### src/rtl/hazard_pkg.sv
// rtl/hazard_pkg.sv - shared types and constants for the hazard controller
// Purpose: FSM state and forwarding-select enums plus result-source encodings.
// Ports: none (package).
package hazard_pkg;

  typedef enum logic [1:0] {
    IDLE    = 2'd0,
    BUSY    = 2'd1,
    TIMEOUT = 2'd2
  } mc_state_t;

  typedef enum logic [1:0] {
    FWD_RF  = 2'd0,
    FWD_WB  = 2'd1,
    FWD_MEM = 2'd2
  } fwd_sel_t;

  localparam logic [1:0] RESULT_LOAD = 2'b01;
  localparam logic [1:0] RESULT_PC4  = 2'b10;

endpackage

### src/rtl/mc_stall_fsm.sv
// rtl/mc_stall_fsm.sv - multi-cycle op tracker with watchdog
// Purpose: tracks a multi-cycle op in E from start to done, aborting it after
//          MC_MAX_CYCLES busy cycles without a done.
// Ports: clk, rst_n (sync active-low); mc_start_i, mc_done_i from the E unit;
//        state_o current state; mc_stall_o stall request; mc_abort_o abort pulse.
module mc_stall_fsm
  import hazard_pkg::*;
#(
  parameter int MC_MAX_CYCLES = 34
) (
  input  logic      clk,
  input  logic      rst_n,
  input  logic      mc_start_i,
  input  logic      mc_done_i,
  output mc_state_t state_o,
  output logic      mc_stall_o,
  output logic      mc_abort_o
);

  localparam int CW = (MC_MAX_CYCLES > 2) ? $clog2(MC_MAX_CYCLES) : 1;
  localparam logic [CW-1:0] LAST = CW'(MC_MAX_CYCLES - 1);

  mc_state_t     state_q, state_d;
  logic [CW-1:0] cnt_q, cnt_d;

  always_comb begin
    state_d = state_q;
    cnt_d   = cnt_q;
    case (state_q)
      IDLE: begin
        cnt_d = '0;
        // start and done together is a single-cycle op: nothing to wait for
        if (mc_start_i && !mc_done_i) state_d = BUSY;
      end
      BUSY: begin
        if (mc_done_i) begin
          state_d = IDLE;
          cnt_d   = '0;
        end else if (cnt_q == LAST) begin
          state_d = TIMEOUT;
          cnt_d   = '0;
        end else begin
          cnt_d = cnt_q + CW'(1);
        end
      end
      TIMEOUT: begin
        state_d = IDLE;
        cnt_d   = '0;
      end
      default: begin
        state_d = IDLE;
        cnt_d   = '0;
      end
    endcase
  end

  always_ff @(posedge clk) begin
    if (!rst_n) begin
      state_q <= IDLE;
      cnt_q   <= '0;
    end else begin
      state_q <= state_d;
      cnt_q   <= cnt_d;
    end
  end

  // The stall covers the start cycle itself, and drops in the done cycle so
  // the op leaves E on that edge.
  assign mc_stall_o = ((state_q == BUSY) && !mc_done_i) ||
                      ((state_q == IDLE) && mc_start_i && !mc_done_i);
  assign mc_abort_o = (state_q == TIMEOUT);
  assign state_o    = state_q;

endmodule

### src/rtl/hazard_ctrl_mc.sv
// rtl/hazard_ctrl_mc.sv - pipeline hazard unit with multi-cycle op support
// Purpose: operand forwarding, load-use stall, branch flush and multi-cycle
//          stall/abort control; optional perf counters under HAZARD_PERF_CNT_EN.
// Ports: clk, rst_n; stage register addresses/enables/result selects and data;
//        PCSrcE, McStartE, McDoneE; outputs SrcAE/SrcBE, stall/flush/McAbort,
//        StallCnt/FlushCnt/TimeoutCnt (tied 0 without HAZARD_PERF_CNT_EN).
module hazard_ctrl_mc
  import hazard_pkg::*;
#(
  parameter int DATA_WIDTH    = 32,
  parameter int REG_AW        = 5,
  parameter int MC_MAX_CYCLES = 34,
  parameter int CNT_WIDTH     = 32
) (
  input  logic                  clk,
  input  logic                  rst_n,
  input  logic [REG_AW-1:0]     Rs1D,
  input  logic [REG_AW-1:0]     Rs2D,
  input  logic [REG_AW-1:0]     Rs1E,
  input  logic [REG_AW-1:0]     Rs2E,
  input  logic [REG_AW-1:0]     RdE,
  input  logic [REG_AW-1:0]     RdM,
  input  logic [REG_AW-1:0]     RdW,
  input  logic                  RegWriteE,
  input  logic                  RegWriteM,
  input  logic                  RegWriteW,
  input  logic [1:0]            ResultSrcE,
  input  logic [1:0]            ResultSrcM,
  input  logic [DATA_WIDTH-1:0] RD1E,
  input  logic [DATA_WIDTH-1:0] RD2E,
  input  logic [DATA_WIDTH-1:0] ALUResultM,
  input  logic [DATA_WIDTH-1:0] PCPlus4M,
  input  logic [DATA_WIDTH-1:0] ResultW,
  input  logic                  PCSrcE,
  input  logic                  McStartE,
  input  logic                  McDoneE,
  output logic [DATA_WIDTH-1:0] SrcAE,
  output logic [DATA_WIDTH-1:0] SrcBE,
  output logic                  StallF,
  output logic                  StallD,
  output logic                  StallE,
  output logic                  FlushD,
  output logic                  FlushE,
  output logic                  FlushM,
  output logic                  McAbort,
  output logic [CNT_WIDTH-1:0]  StallCnt,
  output logic [CNT_WIDTH-1:0]  FlushCnt,
  output logic [CNT_WIDTH-1:0]  TimeoutCnt
);

  mc_state_t             mc_state;
  logic                  mc_stall;
  logic                  mc_abort;
  logic                  lw_stall;
  logic [DATA_WIDTH-1:0] m_val;
  fwd_sel_t              sel_a, sel_b;

  mc_stall_fsm #(
    .MC_MAX_CYCLES(MC_MAX_CYCLES)
  ) u_mc_fsm (
    .clk       (clk),
    .rst_n     (rst_n),
    .mc_start_i(McStartE),
    .mc_done_i (McDoneE),
    .state_o   (mc_state),
    .mc_stall_o(mc_stall),
    .mc_abort_o(mc_abort)
  );

  // x0 is never forwarded; M is younger than W so it wins.
  function automatic fwd_sel_t fwd_sel(input logic [REG_AW-1:0] rs);
    if (rs != '0 && RegWriteM && rs == RdM) return FWD_MEM;
    if (rs != '0 && RegWriteW && rs == RdW) return FWD_WB;
    return FWD_RF;
  endfunction

  assign m_val = (ResultSrcM == RESULT_PC4) ? PCPlus4M : ALUResultM;

  always_comb begin
    sel_a = fwd_sel(Rs1E);
    sel_b = fwd_sel(Rs2E);
    case (sel_a)
      FWD_MEM: SrcAE = m_val;
      FWD_WB:  SrcAE = ResultW;
      default: SrcAE = RD1E;
    endcase
    case (sel_b)
      FWD_MEM: SrcBE = m_val;
      FWD_WB:  SrcBE = ResultW;
      default: SrcBE = RD2E;
    endcase
  end

  assign lw_stall = (ResultSrcE == RESULT_LOAD) && RegWriteE && (RdE != '0) &&
                    ((RdE == Rs1D) || (RdE == Rs2D));

  always_comb begin
    StallF  = 1'b0;
    StallD  = 1'b0;
    StallE  = 1'b0;
    FlushD  = 1'b0;
    FlushE  = 1'b0;
    FlushM  = 1'b0;
    McAbort = 1'b0;
    if (mc_abort) begin
      McAbort = 1'b1;
      FlushE  = 1'b1;
      FlushD  = 1'b1;
    end else if (mc_stall) begin
      StallF = 1'b1;
      StallD = 1'b1;
      StallE = 1'b1;
      FlushM = 1'b1;
    end else if (mc_state == IDLE) begin
      // A taken branch squashes the dependent instruction, so no stall needed.
      if (PCSrcE) begin
        FlushD = 1'b1;
        FlushE = 1'b1;
      end else if (lw_stall && !McStartE) begin
        StallF = 1'b1;
        StallD = 1'b1;
        FlushE = 1'b1;
      end
    end
  end

`ifdef HAZARD_PERF_CNT_EN
  logic [CNT_WIDTH-1:0] stall_cnt_q, flush_cnt_q, tmo_cnt_q;

  always_ff @(posedge clk) begin
    if (!rst_n) begin
      stall_cnt_q <= '0;
      flush_cnt_q <= '0;
      tmo_cnt_q   <= '0;
    end else begin
      if (StallF && stall_cnt_q != '1) stall_cnt_q <= stall_cnt_q + CNT_WIDTH'(1);
      if (FlushE && flush_cnt_q != '1) flush_cnt_q <= flush_cnt_q + CNT_WIDTH'(1);
      // TIMEOUT lasts exactly one cycle, so each abort cycle is one entry
      if (mc_abort && tmo_cnt_q != '1) tmo_cnt_q <= tmo_cnt_q + CNT_WIDTH'(1);
    end
  end

  assign StallCnt   = stall_cnt_q;
  assign FlushCnt   = flush_cnt_q;
  assign TimeoutCnt = tmo_cnt_q;
`else
  assign StallCnt   = '0;
  assign FlushCnt   = '0;
  assign TimeoutCnt = '0;
`endif

endmodule

### config.mk
export PLATFORM = sky130hd
export DESIGN_NAME = hazard_ctrl_mc
export DESIGN_NICKNAME = d
export VERILOG_FILES = /design/src/rtl/hazard_pkg.sv /design/src/rtl/mc_stall_fsm.sv /design/src/rtl/hazard_ctrl_mc.sv
export SDC_FILE = /design/constraint.sdc
export NUM_CORES = 1
export LEC_CHECK = 0
export ABC_AREA = 1
export CAP_MARGIN = 20
export CORE_AREA = 5 5 142 144
export DETAILED_ROUTE_END_ITERATION = 10
export DIE_AREA = 0 0 147 149
export PLACE_DENSITY_LB_ADDON = 0.25
export SETUP_SLACK_MARGIN = 0.02
export SYNTH_ARGS = -nofsm -noshare
export SYNTH_HDL_FRONTEND = slang
export SYNTH_SLANG_ARGS = --single-unit
### constraint.sdc
create_clock -name clk -period 2.1 [get_ports clk]
set_input_delay 0.63 -clock clk [delete_from_list [all_inputs] [get_ports clk]]
set_output_delay 0.63 -clock clk [all_outputs]
set_load 0.03 [all_outputs]
# Word-level counts from Yosys, hierarchy flattened
# Index checks and enable logic that the tools add are counted.
[totals]
ff_bits = 8
output_inout_bits = 167
elab_cells = 85
[op_classes]
n_addsub = 1
eq_ne = 17
n_mux = 37
n_bitwise = 2
n_reduce_logical = 26
[op_table]
columns = ["cell", "n"]
rows = [
  ["$pmux 32 s2", 2],
  ["$mux 32", 1],
  ["$eq 5x5->1", 6],
  ["$mux 1", 22],
  ["$mux 2", 11],
  ["$logic_and 1x1->1", 16],
  ["$reduce_bool 5->1", 3],
  ["$eq 2x1->1 const B", 4],
  ["$eq 2x2->1 const B", 4],
  ["$add 6x1->6 const B", 1],
  ["$eq 6x6->1 const B", 1],
  ["$pmux 2 s2", 1],
  ["$reduce_or 4->1", 1],
  ["$ne 3x2->1 const B", 1],
  ["$logic_not 1->1", 2],
  ["$logic_not 2->1", 1],
  ["$logic_or 1x1->1", 2],
  ["$ne 2x1->1 const B", 1],
  ["$not 1->1", 2],
  ["$reduce_and 2->1", 1],
]

# Longest topological paths before layout
[logic_depth]
word_depth = 10
mapped_depth = 10
depth_no_buf = 9

# Cells and area by module
# From an unflattened synthesis, not the netlist that was laid out.
[unflattened]
hier_cells = 724
area_unflattened_um2 = 4055.1
[by_module_without_submodules]
columns = ["module", "instances", "cells_each", "area_per_inst_um2"]
rows = [
  ["hazard_ctrl_mc", 1, 679, 3698.5],
  ["mc_stall_fsm", 1, 45, 356.6],
]

# Least setup slack after synthesis
# No wires, ideal clock.
[synth_path]
kind = "input to output"
from = "input port Rs2E[0]"
to = "output port SrcBE[10]"
t_arrival_ns = 1.676
required_ns = 1.470
slack_ns = -0.206
cell_stages = 6
path_buffers = 1
cell_sequence = "nor2_1 nand4_1 nand4_1 clkbuf_1 nand3_1 nand3_1"
[synth_via]
elab_chain_cells = 9
word_cells_on_any_way = 16
cone_classes = "eq/ne: 4; mux: 7; reduce/logical: 5"
[synth_rtl]
columns = ["element", "line", "rtl"]
rows = [
  ["from (decl)", "hazard_ctrl_mc.sv:20", "input logic [REG_AW-1:0] Rs2E,"],
  ["$reduce_bool 5->1", "hazard_ctrl_mc.sv:72, hazard_ctrl_mc.sv:73", ""],
  ["$logic_and 1x1->1 (2 in a row)", "hazard_ctrl_mc.sv:73", "if (rs != '0 && RegWriteW && rs == RdW) return FWD_WB;"],
  ["$mux 1 (2 in a row)", "hazard_ctrl_mc.sv:73", ""],
  ["$mux 2", "hazard_ctrl_mc.sv:74", "return FWD_RF;"],
  ["$mux 2 *", "hazard_ctrl_mc.sv:73", ""],
  ["$eq 2x1->1 / $eq 2x2->1 (equally long branches)", "hazard_ctrl_mc.sv:87", "case (sel_b)"],
  ["$pmux 32 s2 *", "hazard_ctrl_mc.sv:87", ""],
  ["to (decl)", "hazard_ctrl_mc.sv:38", "output logic [DATA_WIDTH-1:0] SrcBE,"],
]
# Every way passes the cells marked *; elsewhere a longest branch is shown, timed or not. The select of a mux whose other input is x is not followed.

# Worst setup path in the final report
[layout_path]
from = "input port RdM[1]"
to = "output port SrcAE[4]"
[layout_via]
elab_chain_cells = 6
word_cells_on_any_way = 7
cone_classes = "eq/ne: 3; mux: 3; reduce/logical: 1"
[layout_rtl]
columns = ["element", "line", "rtl"]
rows = [
  ["from (decl)", "hazard_ctrl_mc.sv:22", "input logic [REG_AW-1:0] RdM,"],
  ["$eq 5x5->1 *", "hazard_ctrl_mc.sv:72", "if (rs != '0 && RegWriteM && rs == RdM) return FWD_MEM;"],
  ["$logic_and 1x1->1 *", "hazard_ctrl_mc.sv:72", ""],
  ["$mux 1 *", "hazard_ctrl_mc.sv:72", ""],
  ["$mux 2 *", "hazard_ctrl_mc.sv:73", ""],
  ["$eq 2x1->1 / $eq 2x2->1 (equally long branches)", "hazard_ctrl_mc.sv:82", "case (sel_a)"],
  ["$pmux 32 s2 *", "hazard_ctrl_mc.sv:82", ""],
  ["to (decl)", "hazard_ctrl_mc.sv:37", "output logic [DATA_WIDTH-1:0] SrcAE,"],
]
# Every way passes the cells marked *; elsewhere a longest branch is shown, timed or not.

==> results_dict.tcl <==
set metrics [dict create \
    status "finished, violations left" \
    violations "setup timing" \
    max_freq_mhz 388 \
    cts_buffers 3 \
    drive_gt1_share_pct 50.3 \
    fin_crit_sh_pct 123 \
    gp_congestion 0.926 \
    power.leakage_nw 4.43 \
    grt_first_pass_wirelength_um 36900 \
    cts-root-buf "clkbuf_16" \
    reg2reg_from "u_mc_fsm.state_o[0]" \
    clock_sink_count 8 \
    design.core.area_sq_um 18600 \
    routed_via_density 4.75 \
    synth_edf_count 0 \
    slowest_delay_ps 210 \
    setup_viol 66 \
    fin_ws_ps -481 \
    ys_types 24 \
    netlist_instances 696 \
    h-tree-depth 1 \
    hold_buffers 0 \
    rows 50 \
    start_kind "primary input" \
    hp-class "reg -> reg" \
    first_pass_iters 4 \
    crit_arrival_ps 1950 \
    cp.buffers_inverters 5 \
    final-max-slew-violation-count 0 \
    drv_cap 0 \
    crit_path_start "RdM[1]" \
    criticalPathCategory "in -> out" \
    grt_usage_pct 21.5 \
    crit_family "buffers and inverters" \
    ant_nets 0 \
    irDropWorstVdd_uv 445 \
    rsz0062_at_grt "true" \
    finalHoldViolCount 0 \
    clk-insertion-delay-late_ps 230 \
    power_mw 2.70 \
    wl_per_cell_um 21.2 \
    grt_pass1_vias 5996 \
    required_ps 1470 \
    io_buffers 277 \
    nets 1221 \
    ios 374 \
    ys_seq_area_share_pct 4.37 \
    cpMostUsedCell "buf_6" \
    synth.ff_latch_count 8 \
    start_util_pct 19.7 \
    fin_util_pct 54.7 \
    drtIter0Drc 294 \
    power_density_nw_per_um2 265 \
    die_area_sq_um 21900 \
    min_from "u_mc_fsm.cnt_q[4]" \
    whs_ps 468 \
    drc 0 \
    grt.overflow.total 0 \
    cp-end-kind "primary output" \
    crit_fanout 16 \
    placedCellCount 1207 \
    cts_buffer_depth 2 \
    die_h_um 149 \
    netlist_area_sq_um 3660 \
    path_cells "buf_6 -> buf_6 -> nand2_4 -> nand3_4 -> nor2_4 -> buf_4 -> buf_12 -> nand3_1 -> nand3_4 -> buf_6" \
    ys_warn_count 0 \
    synth_flop_cell "dfxtp_1" \
    avgSynthCellArea_sq_um 5.27 \
    routed_wirelength_um 26400 \
    dieWidth_um 147 \
    cts_tree "done" \
    dp_hpwl_um 18400 \
    fin_skew_ps 1.84 \
    area_growth_pct 178 \
    cp_slowest_cell "nor2_4" \
    cts.clk_slew.worst_paths_ps 40 \
    grt_max_degree 33 \
    stdcell_count 1245 \
    num_vias 5915 \
    synthArstFlopShare_pct 0 \
    antenna_found_initial 1 \
    period_needed_ps 2580 \
]
==> cell usage after synthesis (4+ instances only) <==
library cell	number	share of area, %
xor2_1	6	1.4
buf_4	98	20
inv_2	4	0.41
nand2_1	135	14
inv_1	33	3.4
nand3_1	301	41
nand4_1	6	1.0
buf_2	30	4.1
a21oi_1	4	0.55
nor3_1	5	0.68
dfxtp_1	8	4.4
xnor2_1	6	1.4
clkbuf_1	13	1.3
nor2_1	29	3.0
==> timing repair <==
action | 4_1_cts | 5_1_grt
setup buffers | 16 | 4
resized for setup | 444 | 94
gates cloned | 14 | 5
pin swaps | 123 | 59
endpoints found under the setup margin | 71 | 68
==> final cells by class <==
| cell class | instances | area [sq um] |
|---|---|---|
| sequential | 8 | 160 |
| clock buffer | 3 | 75.1 |
| timing repair buffer | 360 | 4390 |
| inverter | 39 | 173 |
| tap | 234 | 293 |
| antenna | 1 | 2.50 |
| multi-input combinational | 600 | 5080 |
| fill | 1708 | 8410 |
==> per-stage QoR <==
stage,instance area (sq um),setup TNS [ps],setup slack (ps)
finish,10200,-27230,-481
detailed placement,8060,-61200,-1020
global placement,8060,-61040,-1010
CTS,9700,-27130,-471
global route,10200,-31930,-533
floorplan,5420,-6510,-148
==> placed cells by master, fill, tap and decap left out, types with 4 or more instances in the layout <==
| cell | n |
|---|---|
| buf_4 | 18 |
| conb_1 | 96 |
| nor2_4 | 15 |
| dfxtp_1 | 8 |
| nand3_4 | 119 |
| xor2_1 | 6 |
| nand3_1 | 87 |
| buf_2 | 11 |
| buf_6 | 87 |
| inv_2 | 15 |
| clkbuf_16 | 7 |
| inv_1 | 16 |
| nand3_2 | 95 |
| buf_8 | 11 |
| clkdlybuf4s15_1 | 4 |
| buf_12 | 46 |
| buf_16 | 11 |
| nand2_1 | 84 |
| nand4_1 | 6 |
| xnor2_1 | 4 |
| nand2_4 | 10 |
| nand2_2 | 42 |
| clkdlybuf4s50_1 | 161 |
| nor2_1 | 18 |
==> cell families after synthesis <==
family	after synthesis	share of synthesized area, %
other	1	0.102
AND/OR/NAND/NOR	483	61.1
flip-flops	8	4.37
AO/OA/AOI/OAI	7	1.09
XOR/XNOR	12	2.87
adder cells (fa/ha/maj)	2	0.683
buffers and inverters	183	29.8
==> state kept, by name, indices dropped and copies added, names as in the netlist <==
register / flops
u_mc_fsm.state_o: 2
u_mc_fsm.cnt_q: 6
==> path summary, 6_finish.rpt <==
path,slack [ps],cells past startpoint,to
worst min register to register,470,2,u_mc_fsm.cnt_q[4]
worst max-delay path,-480,10,SrcAE[4]
worst max register to register,890,5,u_mc_fsm.cnt_q[3]
worst min-delay path,470,2,u_mc_fsm.cnt_q[4]
==> worst reg2reg max path, cell delays in order (launching register included) <==
cell and delay, ps:
dfxtp_1 460, nand3_2 130, buf_4 150, nor2_1 80, nand2_1 160, a21oi_1 150
==> layer usage <==
layer,vias up,wire [um],GRT usage [%]
met5,-,0,0
met4,0,230,2.38
met3,18,2070,5.17
met2,284,14000,40.4
met1,2811,10100,25.7
li1,2802,-,-
==> power by group <==
part           total [mW]  internal [mW]  leakage (nW)  switching (mW)
logic                2.23           1.01          4.33            1.22
clock network       0.314          0.245        0.0370          0.0688
registers           0.158          0.154        0.0646         0.00307
(Power assumes the default switching activity.)
